--- src/rtl/pi_inject_ctrl_pkg.sv ---
// ---------------------------------------------------------------------------
// pi_inject_ctrl_pkg: shared defaults, slot decode type and helpers for the
// Pi-tree leaf injection controller.                         Rev 1.0
// ---------------------------------------------------------------------------
`default_nettype none

package pi_inject_ctrl_pkg;

   localparam int PI_N_DEFAULT      = 8;
   localparam int PI_D_W_DEFAULT    = 32;
   localparam int PI_DEPTH_DEFAULT  = 4;
   localparam int PI_STARVE_DEFAULT = 15;

   localparam int                         PI_STARVE_CNT_W = 8;
   localparam logic [PI_STARVE_CNT_W-1:0] PI_STARVE_MAX   = '1;

   // What the single output slot toward the leaf router carries this cycle.
   typedef enum logic [1:0] {
      SLOT_EMPTY  = 2'd0,
      SLOT_INJECT = 2'd1,
      SLOT_RECIRC = 2'd2
   } slot_e;

   function automatic int pi_addr_w(input int n);
      return $clog2(n) + 1;
   endfunction

   function automatic logic [PI_STARVE_CNT_W-1:0] pi_sat_inc(
      input logic [PI_STARVE_CNT_W-1:0] v
   );
      return (v == PI_STARVE_MAX) ? v : v + 1'b1;
   endfunction

endpackage : pi_inject_ctrl_pkg

`default_nettype wire

--- src/rtl/pi_inject_ctrl_fifo.sv ---
// ---------------------------------------------------------------------------
// pi_sync_fifo: registered synchronous FIFO, no bypass, async active-low
// reset, occupancy output.                                   Rev 1.0
// ---------------------------------------------------------------------------
`default_nettype none

module pi_sync_fifo
   import pi_inject_ctrl_pkg::*;
#(
   parameter int W     = 36,
   parameter int DEPTH = PI_DEPTH_DEFAULT
) (
   input  logic                     clk,
   input  logic                     rst,
   input  logic                     push_i,
   input  logic [W-1:0]             wdata_i,
   input  logic                     pop_i,
   output logic [W-1:0]             rdata_o,
   output logic                     full_o,
   output logic                     empty_o,
   output logic [$clog2(DEPTH):0]   cnt_o
);

   localparam int PTR_W = $clog2(DEPTH);
   localparam int CNT_W = PTR_W + 1;

   logic [W-1:0]     mem_q [DEPTH];
   logic [PTR_W-1:0] wr_ptr_q, wr_ptr_d;
   logic [PTR_W-1:0] rd_ptr_q, rd_ptr_d;
   logic [CNT_W-1:0] cnt_q,    cnt_d;
   logic             do_push;
   logic             do_pop;

   assign full_o  = (cnt_q == CNT_W'(DEPTH));
   assign empty_o = (cnt_q == '0);
   assign cnt_o   = cnt_q;
   assign rdata_o = mem_q[rd_ptr_q];

   assign do_push = push_i & ~full_o;
   assign do_pop  = pop_i  & ~empty_o;

   // DEPTH is a power of two, so pointer wrap is plain overflow.
   always_comb begin
      wr_ptr_d = wr_ptr_q;
      rd_ptr_d = rd_ptr_q;
      cnt_d    = cnt_q;
      if (do_push) begin
         wr_ptr_d = wr_ptr_q + 1'b1;
      end
      if (do_pop) begin
         rd_ptr_d = rd_ptr_q + 1'b1;
      end
      case ({do_push, do_pop})
         2'b10:   cnt_d = cnt_q + 1'b1;
         2'b01:   cnt_d = cnt_q - 1'b1;
         default: cnt_d = cnt_q;
      endcase
   end

   always_ff @(posedge clk or negedge rst) begin
      if (!rst) begin
         wr_ptr_q <= '0;
         rd_ptr_q <= '0;
         cnt_q    <= '0;
      end else begin
         wr_ptr_q <= wr_ptr_d;
         rd_ptr_q <= rd_ptr_d;
         cnt_q    <= cnt_d;
      end
   end

   always_ff @(posedge clk or negedge rst) begin
      if (!rst) begin
         for (int i = 0; i < DEPTH; i++) begin
            mem_q[i] <= '0;
         end
      end else if (do_push) begin
         mem_q[wr_ptr_q] <= wdata_i;
      end
   end

endmodule : pi_sync_fifo

`default_nettype wire

--- src/rtl/pi_inject_ctrl.sv ---
// ---------------------------------------------------------------------------
// pi_inject_ctrl: leaf injection/ejection controller for the deflection
// Pi-tree NoC with injection-starvation status.              Rev 1.0
// ---------------------------------------------------------------------------
`default_nettype none

module pi_inject_ctrl
   import pi_inject_ctrl_pkg::*;
#(
   parameter int N      = PI_N_DEFAULT,
   parameter int A_W    = pi_addr_w(N),
   parameter int D_W    = PI_D_W_DEFAULT,
   parameter int DEPTH  = PI_DEPTH_DEFAULT,
   parameter int STARVE = PI_STARVE_DEFAULT,
   parameter int POSX   = 0
) (
   input  logic                   clk,
   input  logic                   rst,
   input  logic                   ce,
   input  logic                   c_i_v,
   input  logic [A_W-1:0]         c_i_addr,
   input  logic [D_W-1:0]         c_i_d,
   output logic                   c_i_rdy,
   output logic                   c_o_v,
   output logic [D_W-1:0]         c_o_d,
   input  logic                   n_i_v,
   input  logic [A_W-1:0]         n_i_addr,
   input  logic [D_W-1:0]         n_i_d,
   output logic                   n_o_v,
   output logic [A_W-1:0]         n_o_addr,
   output logic [D_W-1:0]         n_o_d,
   output logic [$clog2(DEPTH):0] fifo_cnt,
   output logic                   starve_o
);

   localparam int PKT_W = A_W + D_W;
   localparam logic [PI_STARVE_CNT_W-1:0] STARVE_TH = PI_STARVE_CNT_W'(STARVE);

   logic                       fifo_push;
   logic                       fifo_pop;
   logic                       fifo_full;
   logic                       fifo_empty;
   logic [PKT_W-1:0]           fifo_head;

   logic                       eject;
   logic                       recirc;
   logic                       inject;
   slot_e                      slot;

   logic                       c_o_v_q,    c_o_v_d;
   logic [D_W-1:0]             c_o_d_q,    c_o_d_d;
   logic                       n_o_v_q,    n_o_v_d;
   logic [A_W-1:0]             n_o_addr_q, n_o_addr_d;
   logic [D_W-1:0]             n_o_d_q,    n_o_d_d;
   logic [PI_STARVE_CNT_W-1:0] blk_q,      blk_d;
   logic                       starve_q,   starve_d;

   // Network inputs only matter on an enabled cycle; the routers share ce.
   assign eject  = ce & n_i_v & (n_i_addr == A_W'(POSX));
   assign recirc = ce & n_i_v & ~eject;
   assign inject = ce & ~recirc & ~fifo_empty;

   assign c_i_rdy   = rst & ce & ~fifo_full;
   assign fifo_push = c_i_v & c_i_rdy;
   assign fifo_pop  = inject;

   pi_sync_fifo #(
      .W     (PKT_W),
      .DEPTH (DEPTH)
   ) u_fifo (
      .clk     (clk),
      .rst     (rst),
      .push_i  (fifo_push),
      .wdata_i ({c_i_addr, c_i_d}),
      .pop_i   (fifo_pop),
      .rdata_o (fifo_head),
      .full_o  (fifo_full),
      .empty_o (fifo_empty),
      .cnt_o   (fifo_cnt)
   );

   always_comb begin
      slot = SLOT_EMPTY;
      if (recirc) begin
         slot = SLOT_RECIRC;
      end else if (inject) begin
         slot = SLOT_INJECT;
      end
   end

   always_comb begin
      c_o_v_d    = c_o_v_q;
      c_o_d_d    = c_o_d_q;
      n_o_v_d    = n_o_v_q;
      n_o_addr_d = n_o_addr_q;
      n_o_d_d    = n_o_d_q;
      blk_d      = blk_q;
      starve_d   = starve_q;
      if (ce) begin
         c_o_v_d = eject;
         c_o_d_d = n_i_d;
         case (slot)
            SLOT_RECIRC: begin
               n_o_v_d    = 1'b1;
               n_o_addr_d = n_i_addr;
               n_o_d_d    = n_i_d;
            end
            SLOT_INJECT: begin
               n_o_v_d                = 1'b1;
               {n_o_addr_d, n_o_d_d} = fifo_head;
            end
            default: begin
               n_o_v_d    = 1'b0;
               n_o_addr_d = '0;
               n_o_d_d    = '0;
            end
         endcase
         // A blocked cycle is one where a packet waits behind a recirculation.
         if (recirc && !fifo_empty) begin
            blk_d = pi_sat_inc(blk_q);
         end else begin
            blk_d = '0;
         end
         starve_d = (blk_d >= STARVE_TH);
      end
   end

   always_ff @(posedge clk or negedge rst) begin
      if (!rst) begin
         c_o_v_q    <= 1'b0;
         c_o_d_q    <= '0;
         n_o_v_q    <= 1'b0;
         n_o_addr_q <= '0;
         n_o_d_q    <= '0;
         blk_q      <= '0;
         starve_q   <= 1'b0;
      end else begin
         c_o_v_q    <= c_o_v_d;
         c_o_d_q    <= c_o_d_d;
         n_o_v_q    <= n_o_v_d;
         n_o_addr_q <= n_o_addr_d;
         n_o_d_q    <= n_o_d_d;
         blk_q      <= blk_d;
         starve_q   <= starve_d;
      end
   end

   assign c_o_v    = c_o_v_q;
   assign c_o_d    = c_o_d_q;
   assign n_o_v    = n_o_v_q;
   assign n_o_addr = n_o_addr_q;
   assign n_o_d    = n_o_d_q;
   assign starve_o = starve_q;

endmodule : pi_inject_ctrl

`default_nettype wire

--- config.mk ---
export PLATFORM = sky130hd
export DESIGN_NAME = pi_inject_ctrl
export DESIGN_NICKNAME = d
export VERILOG_FILES = /design/src/rtl/pi_inject_ctrl_pkg.sv /design/src/rtl/pi_inject_ctrl_fifo.sv /design/src/rtl/pi_inject_ctrl.sv
export SDC_FILE = /design/constraint.sdc
export NUM_CORES = 1
export LEC_CHECK = 0
export BUFFER_PORTS_ARGS = -buffer_cell sky130_fd_sc_hd__buf_2
export CAP_MARGIN = 10
export CORE_ASPECT_RATIO = 1.5
export CORE_MARGIN = 3
export CORE_UTILIZATION = 50
export CTS_BUF_LIST = sky130_fd_sc_hd__clkbuf_4 sky130_fd_sc_hd__clkbuf_8
export CTS_CLUSTER_DIAMETER = 100
export CTS_CLUSTER_SIZE = 16
export DETAILED_ROUTE_END_ITERATION = 10
export GPL_TIMING_DRIVEN = 0
export HOLD_SLACK_MARGIN = 0.06
export PLACE_DENSITY = 0.72
export SLEW_MARGIN = 20
export SYNTH_ARGS = -nofsm -noshare
export SYNTH_HDL_FRONTEND = slang
export SYNTH_SLANG_ARGS = --single-unit
--- constraint.sdc ---
create_clock -name clk -period 2.5 [get_ports clk]
set_input_delay 0 -clock clk [delete_from_list [all_inputs] [get_ports clk]]
set_output_delay 0 -clock clk [all_outputs]
set_load 0.02 [all_outputs]
==> results.sh, run 1 <==
export IMPL_critPathKind="reg2reg"
export IMPL_die_area_um2=21800
export IMPL_ys_types=44
export IMPL_cp_endpoint="n_o_d[24]"
export IMPL_initial_core_util=0.516
export IMPL_rrSetupSlack_ns=0.17
export IMPL_grt_max_degree=75
export IMPL_rsz0062_at_grt="no"
export IMPL_synth_top_area_cell="dfrtp_1"
export IMPL_wirelength_um=23500
export IMPL_post_drt_wl_per_cell_um=19.5
export IMPL_overflow=0
export IMPL_ys_ff_latch=230
export IMPL_dp_hpwl_um=15900
export IMPL_synth_cells=686
export IMPL_synthFlopType="dfrtp_1"
export IMPL_avgSynthCellArea_um2=14.6
export IMPL_fin_worst_skew_ns=0.0311
export IMPL_status="completed"
export IMPL_die_y_um=179
export IMPL_finish_instance_area_um2=12400
export IMPL_core_area_um2=19400
export IMPL_reg2reg_depth=5
export IMPL_row_count=62
export IMPL_slew_limit_headroom=0.371
export IMPL_synth_area_top_cells="dfrtp_1 (58%), mux2_2 (19%), mux4_2 (8.1%)"
export IMPL_synth_nets=770
export IMPL_die_x_um=122
export IMPL_power_leakage_nw=5.68
export IMPL_first_pass_iters=4
export IMPL_synth_warnings=0
export IMPL_crit_fanout=10
export IMPL_fin_crit_sh=0.934
export IMPL_antenna_found_initial=0
export IMPL_fmax_mhz=428
export IMPL_clk_latency_ns=0.52
export IMPL_drt_iter0_drc=269
export IMPL_async_flop_share=1.00
export IMPL_tightestPinTransition_ns=0.943
export IMPL_required_ns=2.90
export IMPL_hold_ws_ns=0.185
export IMPL_cp_end_kind="flip-flop"
export IMPL_cts_max_path_buffers=3
export IMPL_synth_common_cells="dfrtp_1 (230), mux2_2 (169), nor2_1 (70)"
export IMPL_hold_viol_final=0
export IMPL_io_buffer_count=150
export IMPL_h_tree_depth=1
export IMPL_ir_drop_v=0.000627
export IMPL_min_path_type="in2reg"
export IMPL_setup_tns_ns=0
export IMPL_p_per_area_nw_per_um2=1010
export IMPL_layout_drive_gt1_share=0.448
export IMPL_final_nets=1034
export IMPL_arrival_ns=2.73
export IMPL_worstReg2RegStart="u_fifo.rd_ptr_q[1]"
export IMPL_synth_edf_count=0
export IMPL_insertedDiodeCount=0
export IMPL_synth_top_area_frac=0.575
export IMPL_setup_viol=0
export IMPL_layout_setup_ws_ns=0.166
export IMPL_vias_per_cell=5.52
export IMPL_crit_start="u_fifo.rd_ptr_q[1]"
export IMPL_antenna_left=0
export IMPL_grt_usage=0.221
export IMPL_post_place_ws_ns=-0.0587
export IMPL_synth_cell_area_um2=10000
export IMPL_vias=6662
export IMPL_grt_pass1_wl_um=37800
export IMPL_drc_errors=0
export IMPL_min_period_ns=2.33
export IMPL_clkTransAtPathRegs_ns=0.11
export IMPL_finalMaxSlewViolations=0
export IMPL_cp_start_kind="flip-flop"
export IMPL_placedInstanceArea_um2=11200
export IMPL_cap_viol_max_count=0
export IMPL_grt_pass1_vias=7027
export IMPL_syn_to_final_growth_pct=24.4
export IMPL_numClockSinks=230
export IMPL_gp_congestion=0.830
export IMPL_io_pins=152
export IMPL_r2r_end="n_o_d[24]"
export IMPL_cts_root_buf="clkbuf_8"
export IMPL_ys_seq_area_frac=0.575
export IMPL_numCtsBuffers=18
export IMPL_fin_total_pwr_mw=12.6
export IMPL_synth_most_common_cell="dfrtp_1"
export IMPL_cts_tree="built"
state kept, by name (all words and copies together) (netlist names):
| name | cells |
|---|---|
| blk_q | 8 |
| c_o_d | 32 |
| c_o_v | 1 |
| n_o_addr | 4 |
| n_o_d | 32 |
| n_o_v | 1 |
| starve_o | 1 |
| u_fifo.cnt_o | 3 |
| u_fifo.mem_q | 144 |
| u_fifo.rd_ptr_q | 2 |
| u_fifo.wr_ptr_q | 2 |
cells in the final DEF, fill, tap and decap left out, types with 9 or more instances in the layout:
| cell type | Yosys | routed |
|---|---|---|
| dfrtp_1 | 230 | 230 |
| mux2_2 | 169 | 169 |
| buf_2 | 17 | 166 |
| dlygate4sd3_1 | 0 | 80 |
| nor2_1 | 70 | 70 |
| mux4_2 | 36 | 36 |
| a221oi_1 | 32 | 32 |
| clkbuf_1 | 20 | 19 |
| clkbuf_8 | 0 | 19 |
| nand2_1 | 13 | 13 |
| inv_1 | 9 | 9 |
logic make-up (layout without fill, tap and decap cells):
kind of cell,count (synthesis),count (layout),synth area share
xor+xnor,8,8,0.00700
simple gates,111,111,0.0533
compound gates,62,62,0.0485
flops,230,230,0.575
fa+ha+maj,7,7,0.00950
mux,214,214,0.281
buf+inv,54,318,0.0254
how the worst min path moves through the flow:
stage                      from              end  slack, ns  cells past startpoint
global route        n_i_addr[0]         n_o_d[1]       0.18                      6
floorplan                   rst         blk_q[0]      -0.30                      0
CTS                 n_i_addr[1]         n_o_d[0]       0.15                      6
finish              n_i_addr[1]         n_o_d[1]       0.19                      6
detailed placement          rst  u_fifo.cnt_o[2]      -0.11                      1
global placement       n_i_d[6]         c_o_d[6]       0.25                      2
timing repair:
action	CTS	global route
hold buffers	89	0
endpoints found under the hold margin	407	0
gates resized for setup	0	2
endpoints found under the setup margin	0	2
buffers inserted	0	2
power by group:
part | internal (mW) | switching (mW) | total, mW
Sequential | 5.23 | 0.742 | 5.98
Combinational | 2.60 | 2.18 | 4.77
Clock | 0.696 | 1.17 | 1.87
critical path, stage by stage (launching register included):
cell      delay (ns)
dfrtp_1         0.33
clkbuf_1        0.49
buf_1           0.61
mux4_2          0.44
a221oi_1        0.29
nor2_1          0.07
per-stage QoR:
step,util,cells
after global placement,0.571,1092
after global routing,0.642,1206
final,0.642,1206
after floorplan,-,686
after detailed placement,0.576,1095
after CTS,0.641,1204
cell type report:
class	instances	area, µm²
fillers	1541	6950
flip-flops and latches	230	5760
multi-input cells	402	4000
repair buffers	244	1850
well taps	256	320
clock buffers	19	262
plain buffers	45	221
inverters	9	33.8
clock inverters	1	11.3
per-layer routing:
metal / up-vias / global-route usage / part of all wire
met1: 3435 / 0.280 / 0.41
met3: 35 / 0.0278 / 0.043
met5: - / 0 / 0
li1: 3031 / - / -
met2: 161 / 0.403 / 0.53
met4: 0 / 0.0514 / 0.018
(Power assumes the default switching activity.)
==> run 2: changes to the inputs <==
CORE_ASPECT_RATIO = 1.1   (was 1.5)
==> run 2 against run 1 <==
Compared with the run above:
- cell count is 1.0% lower
- largest power group unchanged
- clock-buffer cell count unchanged
- final area decreased by 0.29%
- clock power is essentially flat
- critical path depth grew 13
- sequential power hardly changed
- via count shrank 0.98%
- global-route usage shrank 0.14 points
- highest routed layer unchanged
- maximum frequency down 2.7%
- hold slack got worse by 0.0040 ns
==> results.sh, run 2 (synthesis results as in run 1) <==
export IMPL_status="completed"
export IMPL_rsz0062_at_grt="yes"
export IMPL_nFillCells=1484
export IMPL_initial_core_util=0.517
export IMPL_dp_hpwl_um=15400
export IMPL_largest_reg_flops=144
export IMPL_required_ns=2.95
export IMPL_first_pass_iters=4
export IMPL_cp_start_kind="input port"
export IMPL_drc_errors=0
export IMPL_vias_per_cell=5.53
export IMPL_met3_usage=0.0278
export IMPL_antenna_found_initial=1
export IMPL_io_buffer_count=150
export IMPL_layout_setup_ws_ns=0.102
export IMPL_grt_pass1_vias=7215
export IMPL_drt_iter0_drc=306
export IMPL_top_usage_layer="met2"
export IMPL_fin_crit_sh=0.959
export IMPL_vias=6597
export IMPL_fmax_mhz=417
export IMPL_numCtsBuffers=18
export IMPL_grtUsageMet1=0.299
export IMPL_overflow=0
export IMPL_gp_congestion=0.772
export IMPL_grt_pass1_wl_um=38500
export IMPL_final_cell_mix="dfrtp_1 (230), mux2_2 (169), buf_2 (166)"
export IMPL_critPathKind="in2reg"
export IMPL_h_tree_depth=1
export IMPL_fin_worst_skew_ns=0.0271
export IMPL_min_path_type="in2reg"
export IMPL_row_count=53
export IMPL_numClockSinks=230
export IMPL_layout_commonest_cell="dfrtp_1"
export IMPL_crit_fanout=8
export IMPL_wirelength_um=23400
export IMPL_postLayoutCoreUtil=0.641
export IMPL_ir_drop_v=0.000627
export IMPL_antenna_left=0
export IMPL_cts_root_buf="clkbuf_8"
export IMPL_arrival_ns=2.85
export IMPL_power_leakage_nw=5.67
export IMPL_final_nets=1030
export IMPL_min_period_ns=2.40
export IMPL_core_area_um2=19400
export IMPL_grt_usage=0.219
export IMPL_cts_max_path_buffers=3
export IMPL_die_y_um=154
export IMPL_grt_max_degree=95
export IMPL_top_register="u_fifo.mem_q"
export IMPL_die_area_um2=21700
export IMPL_clk_latency_ns=0.52
export IMPL_tightestPinTransition_ns=0.918
export IMPL_syn_to_final_growth_pct=24.0
export IMPL_cap_viol_max_count=0
export IMPL_p_per_area_nw_per_um2=1020
export IMPL_finalMaxSlewViolations=0
export IMPL_layout_drive_gt1_share=0.450
export IMPL_hold_viol_final=0
export IMPL_met2_usage=0.384
export IMPL_post_drt_wl_per_cell_um=19.6
export IMPL_die_x_um=141
export IMPL_clkTransAtPathRegs_ns=0.11
export IMPL_hold_ws_ns=0.181
export IMPL_fin_total_pwr_mw=12.6
export IMPL_slew_limit_headroom=0.388
export IMPL_setup_viol=0
export IMPL_cp_end_kind="flip-flop"
export IMPL_io_pins=152
export IMPL_post_place_ws_ns=-0.0572
export IMPL_cts_tree="built"
[run 2: layout make-up]
type                            instances  area, µm²  area share
Clock inverter                          1       11.3    0.000907
Inverter                                9       33.8     0.00272
Sequential cell                       230       5760       0.464
Multi-Input combinational cell        402       4000       0.322
Timing Repair Buffer                  240       1810       0.146
Tap cell                              247        309      0.0249
Antenna cell                            1       2.50    0.000202
Clock buffer                           19        262      0.0211
Buffer                                 45        224      0.0180
[run 2: worst paths after layout]
check	start	to	slack, ns	cells after the start
setup / recovery	rst	u_fifo.cnt_o[2]	0.10	18
hold / removal	n_i_addr[0]	n_o_d[0]	0.18	6
setup reg to reg	u_fifo.rd_ptr_q[1]	n_o_d[7]	0.28	5
hold reg to reg	u_fifo.mem_q[2]	u_fifo.mem_q[2]	0.50	1
max in group asynchronous	rst	u_fifo.mem_q[117]	0.96	9
min in group asynchronous	rst	u_fifo.mem_q[0]	0.35	6
[run 2: metal layers]
layer	vias to the layer above	wire length (µm)
met2	137	11900
li1	3034	-
met1	3401	10300
met3	25	907
met5	-	0
met4	0	308
[run 2: through the flow]
| step | instances | instance area (µm²) | setup TNS (ns) |
|---|---|---|---|
| after global routing | 1194 | 12400 | -0.0176 |
| after detailed placement | 1085 | 11100 | -0.101 |
| after global placement | 1083 | 11100 | -1084.07 |
| final | 1194 | 12400 | 0 |
| after floorplan | 686 | 10000 | 0 |
| after CTS | 1191 | 12400 | 0 |
[run 2: report_power, final]
| group | switching (mW) | internal (mW) | total (mW) |
|---|---|---|---|
| Combinational | 2.17 | 2.59 | 4.76 |
| Sequential | 0.749 | 5.23 | 5.98 |
| Clock | 1.17 | 0.696 | 1.86 |
| Total | 4.08 | 8.52 | 12.6 |
[run 2: timing repair]
item | 4_1_cts | 5_1_grt
setup buffers | 0 | 2
resized for setup | 0 | 6
setup endpoints to repair | 0 | 13
endpoints found under the hold margin | 446 | 0
hold buffers | 86 | 0
[run 2: critical path, cell delays in order]
cell,delay (ns)
dlygate4sd3_1,0.57
buf_8,0.13
buf_16,0.12
buf_16,0.12
buf_16,0.13
buf_16,0.13
buf_16,0.12
nand2_1,0.06
a31oi_1,0.06
and2_1,0.16
buf_4,0.18
inv_1,0.07
ha_2,0.17
inv_1,0.05
fa_1,0.36
xor2_1,0.15
nor2_1,0.11
xor2_1,0.15
==> run 3: changes to the inputs <==
PLACE_DENSITY = 0.8   (was 0.72)
==> run 3 against run 2 <==
Compared with the run above:
- die area stayed put
- global-route usage is 0.23 points lower
- cell count is 0.50% lower
- sequential power hardly changed
- hold slack better by 0.010 ns
- clock power hardly changed
- non-clock buffer count is 5 lower
- register-to-register slack worse by 0.14 ns
- critical path depth is 6 lower
- critical endpoint unchanged
- sequential share of layout area is 0.64 points higher
- combinational power is 1% higher
- setup slack better by 0.020 ns
==> results.sh, run 3 (synthesis results as in run 1) <==
export IMPL_status="completed"
export IMPL_io_buffer_count=150
export IMPL_cp_slowest_cell="dlygate4sd3_1"
export IMPL_cp_start_kind="input port"
export IMPL_top_usage_layer="met2"
export IMPL_top_register="u_fifo.mem_q"
export IMPL_critPathKind="in2reg"
export IMPL_slew_limit_headroom=0.322
export IMPL_required_ns=2.94
export IMPL_postLayoutCoreUtil=0.632
export IMPL_rrSetupSlack_ns=0.14
export IMPL_grt_usage=0.217
export IMPL_nFillCells=1463
export IMPL_power_leakage_nw=5.60
export IMPL_post_place_ws_ns=-0.0389
export IMPL_final_cell_mix="dfrtp_1 (230), mux2_2 (169), buf_2 (166)"
export IMPL_cap_viol_max_count=0
export IMPL_post_drt_wl_per_cell_um=20.2
export IMPL_met3_usage=0.0343
export IMPL_path_cells="dlygate4sd3_1 -> buf_2 -> or4_4 -> nor2b_4 -> buf_6 -> nor3_4 -> ha_1 -> inv_1 -> fa_1 -> xor2_1 -> nor2_1 -> xor2_1"
export IMPL_p_per_area_nw_per_um2=1040
export IMPL_h_tree_depth=1
export IMPL_placedCellCount=1085
export IMPL_cts_tree="built"
export IMPL_cp_end_kind="flip-flop"
export IMPL_layout_setup_ws_ns=0.121
export IMPL_cts_root_buf="clkbuf_8"
export IMPL_core_area_um2=19400
export IMPL_crit_fanout=7
export IMPL_die_area_um2=21700
export IMPL_placedInstanceArea_um2=11100
export IMPL_rsz0062_at_grt="no"
export IMPL_overflow=0
export IMPL_cp_slowest_stage_delay_ns=0.53
export IMPL_fin_crit_sh=0.952
export IMPL_gp_congestion=0.867
export IMPL_ir_drop_v=0.000652
export IMPL_setup_tns_ns=0
export IMPL_fin_worst_skew_ns=0.0247
export IMPL_die_y_um=154
export IMPL_initial_core_util=0.517
export IMPL_vias_per_cell=5.66
export IMPL_drc_errors=0
export IMPL_grt_pass1_wl_um=37800
export IMPL_path_common_cell="xor2_1"
export IMPL_grt_pass1_vias=7209
export IMPL_vias=6726
export IMPL_hold_viol_final=0
export IMPL_cts_max_path_buffers=3
export IMPL_first_pass_iters=4
export IMPL_dp_hpwl_um=15700
export IMPL_wirelength_um=24000
export IMPL_fin_cells=1188
export IMPL_finalMaxSlewViolations=0
export IMPL_layout_drive_gt1_share=0.445
export IMPL_final_nets=1025
export IMPL_io_pins=152
export IMPL_finish_instance_area_um2=12200
export IMPL_min_period_ns=2.38
export IMPL_min_path_type="in2reg"
export IMPL_syn_to_final_growth_pct=22.4
export IMPL_clk_latency_ns=0.51
export IMPL_setup_viol=0
export IMPL_grtUsageMet1=0.283
export IMPL_layout_commonest_cell="dfrtp_1"
export IMPL_arrival_ns=2.82
export IMPL_antenna_left=0
export IMPL_tightestPinTransition_ns=1.02
export IMPL_fmax_mhz=420
export IMPL_insertedDiodeCount=0
export IMPL_grt_max_degree=102
export IMPL_drt_iter0_drc=293
export IMPL_met2_usage=0.388
export IMPL_numClockSinks=230
export IMPL_largest_reg_flops=144
export IMPL_crit_family="simple AND/OR/NAND/NOR gates"
export IMPL_worst_path_buf_inv=4
export IMPL_numCtsBuffers=18
export IMPL_row_count=53
export IMPL_clkTransAtPathRegs_ns=0.11
export IMPL_die_x_um=141
export IMPL_antenna_found_initial=0
run 3: changes by cell type in the layout (fill, tap and decap cells not counted), sizes merged:
cell,before,now
buf,185,181
diode,1,0
clkbuf,40,39
run 3: layout make-up:
| type | instances | area, µm² | share of cell area |
|---|---|---|---|
| Sequential cell | 230 | 5760 | 0.470 |
| Multi-Input combinational cell | 402 | 4000 | 0.326 |
| Timing Repair Buffer | 235 | 1650 | 0.135 |
| Tap cell | 247 | 309 | 0.0252 |
| Clock buffer | 19 | 262 | 0.0214 |
| Buffer | 45 | 226 | 0.0185 |
| Inverter | 9 | 33.8 | 0.00276 |
| Clock inverter | 1 | 11.3 | 0.000920 |
run 3: worst paths after layout:
check / from / endpoint / cells past startpoint
max: n_i_addr[3] / u_fifo.cnt_o[2] / 12
min: n_i_addr[1] / n_o_d[0] / 6
max reg2reg: u_fifo.rd_ptr_q[1] / n_o_d[30] / 5
min reg2reg: u_fifo.mem_q[4] / u_fifo.mem_q[4] / 1
max in group asynchronous: rst / u_fifo.mem_q[77] / 5
min in group asynchronous: rst / n_o_v / 4
run 3: what timing repair did:
action,CTS,global route
hold endpoints to repair,346,0
buffers inserted,0,3
endpoints found under the setup margin,0,11
gates resized for setup,0,5
hold buffers,80,0
run 3: per-layer routing:
metal | vias up | wire length (µm) | part of all wire
li1 | 2999 | - | -
met3 | 23 | 1500 | 0.063
met1 | 3497 | 9900 | 0.41
met5 | - | 0 | 0
met4 | 0 | 295 | 0.012
met2 | 207 | 12300 | 0.51
run 3: worst register-to-register path: stages, from the launching register on:
cell	delay, ns
dfrtp_1	0.34
clkbuf_1	0.55
buf_1	0.56
mux4_2	0.41
a221oi_1	0.32
nor2_1	0.07
run 3: power by group:
group,internal [mW],total [mW],switching [mW]
Combinational,2.58,4.81,2.24
Clock,0.696,1.87,1.17
Sequential,5.23,6.01,0.775
Total,8.51,12.7,4.18
run 3: through the flow:
stage | hold WS (ns) | power [mW]
5_1_grt | 0.250 | 13.4
4_1_cts | 0.178 | 12.7
6_report | 0.191 | 12.7
2_1_floorplan | -0.296 | 9.33
3_3_place_gp | 0.253 | 10.5
3_5_place_dp | -0.117 | 10.8
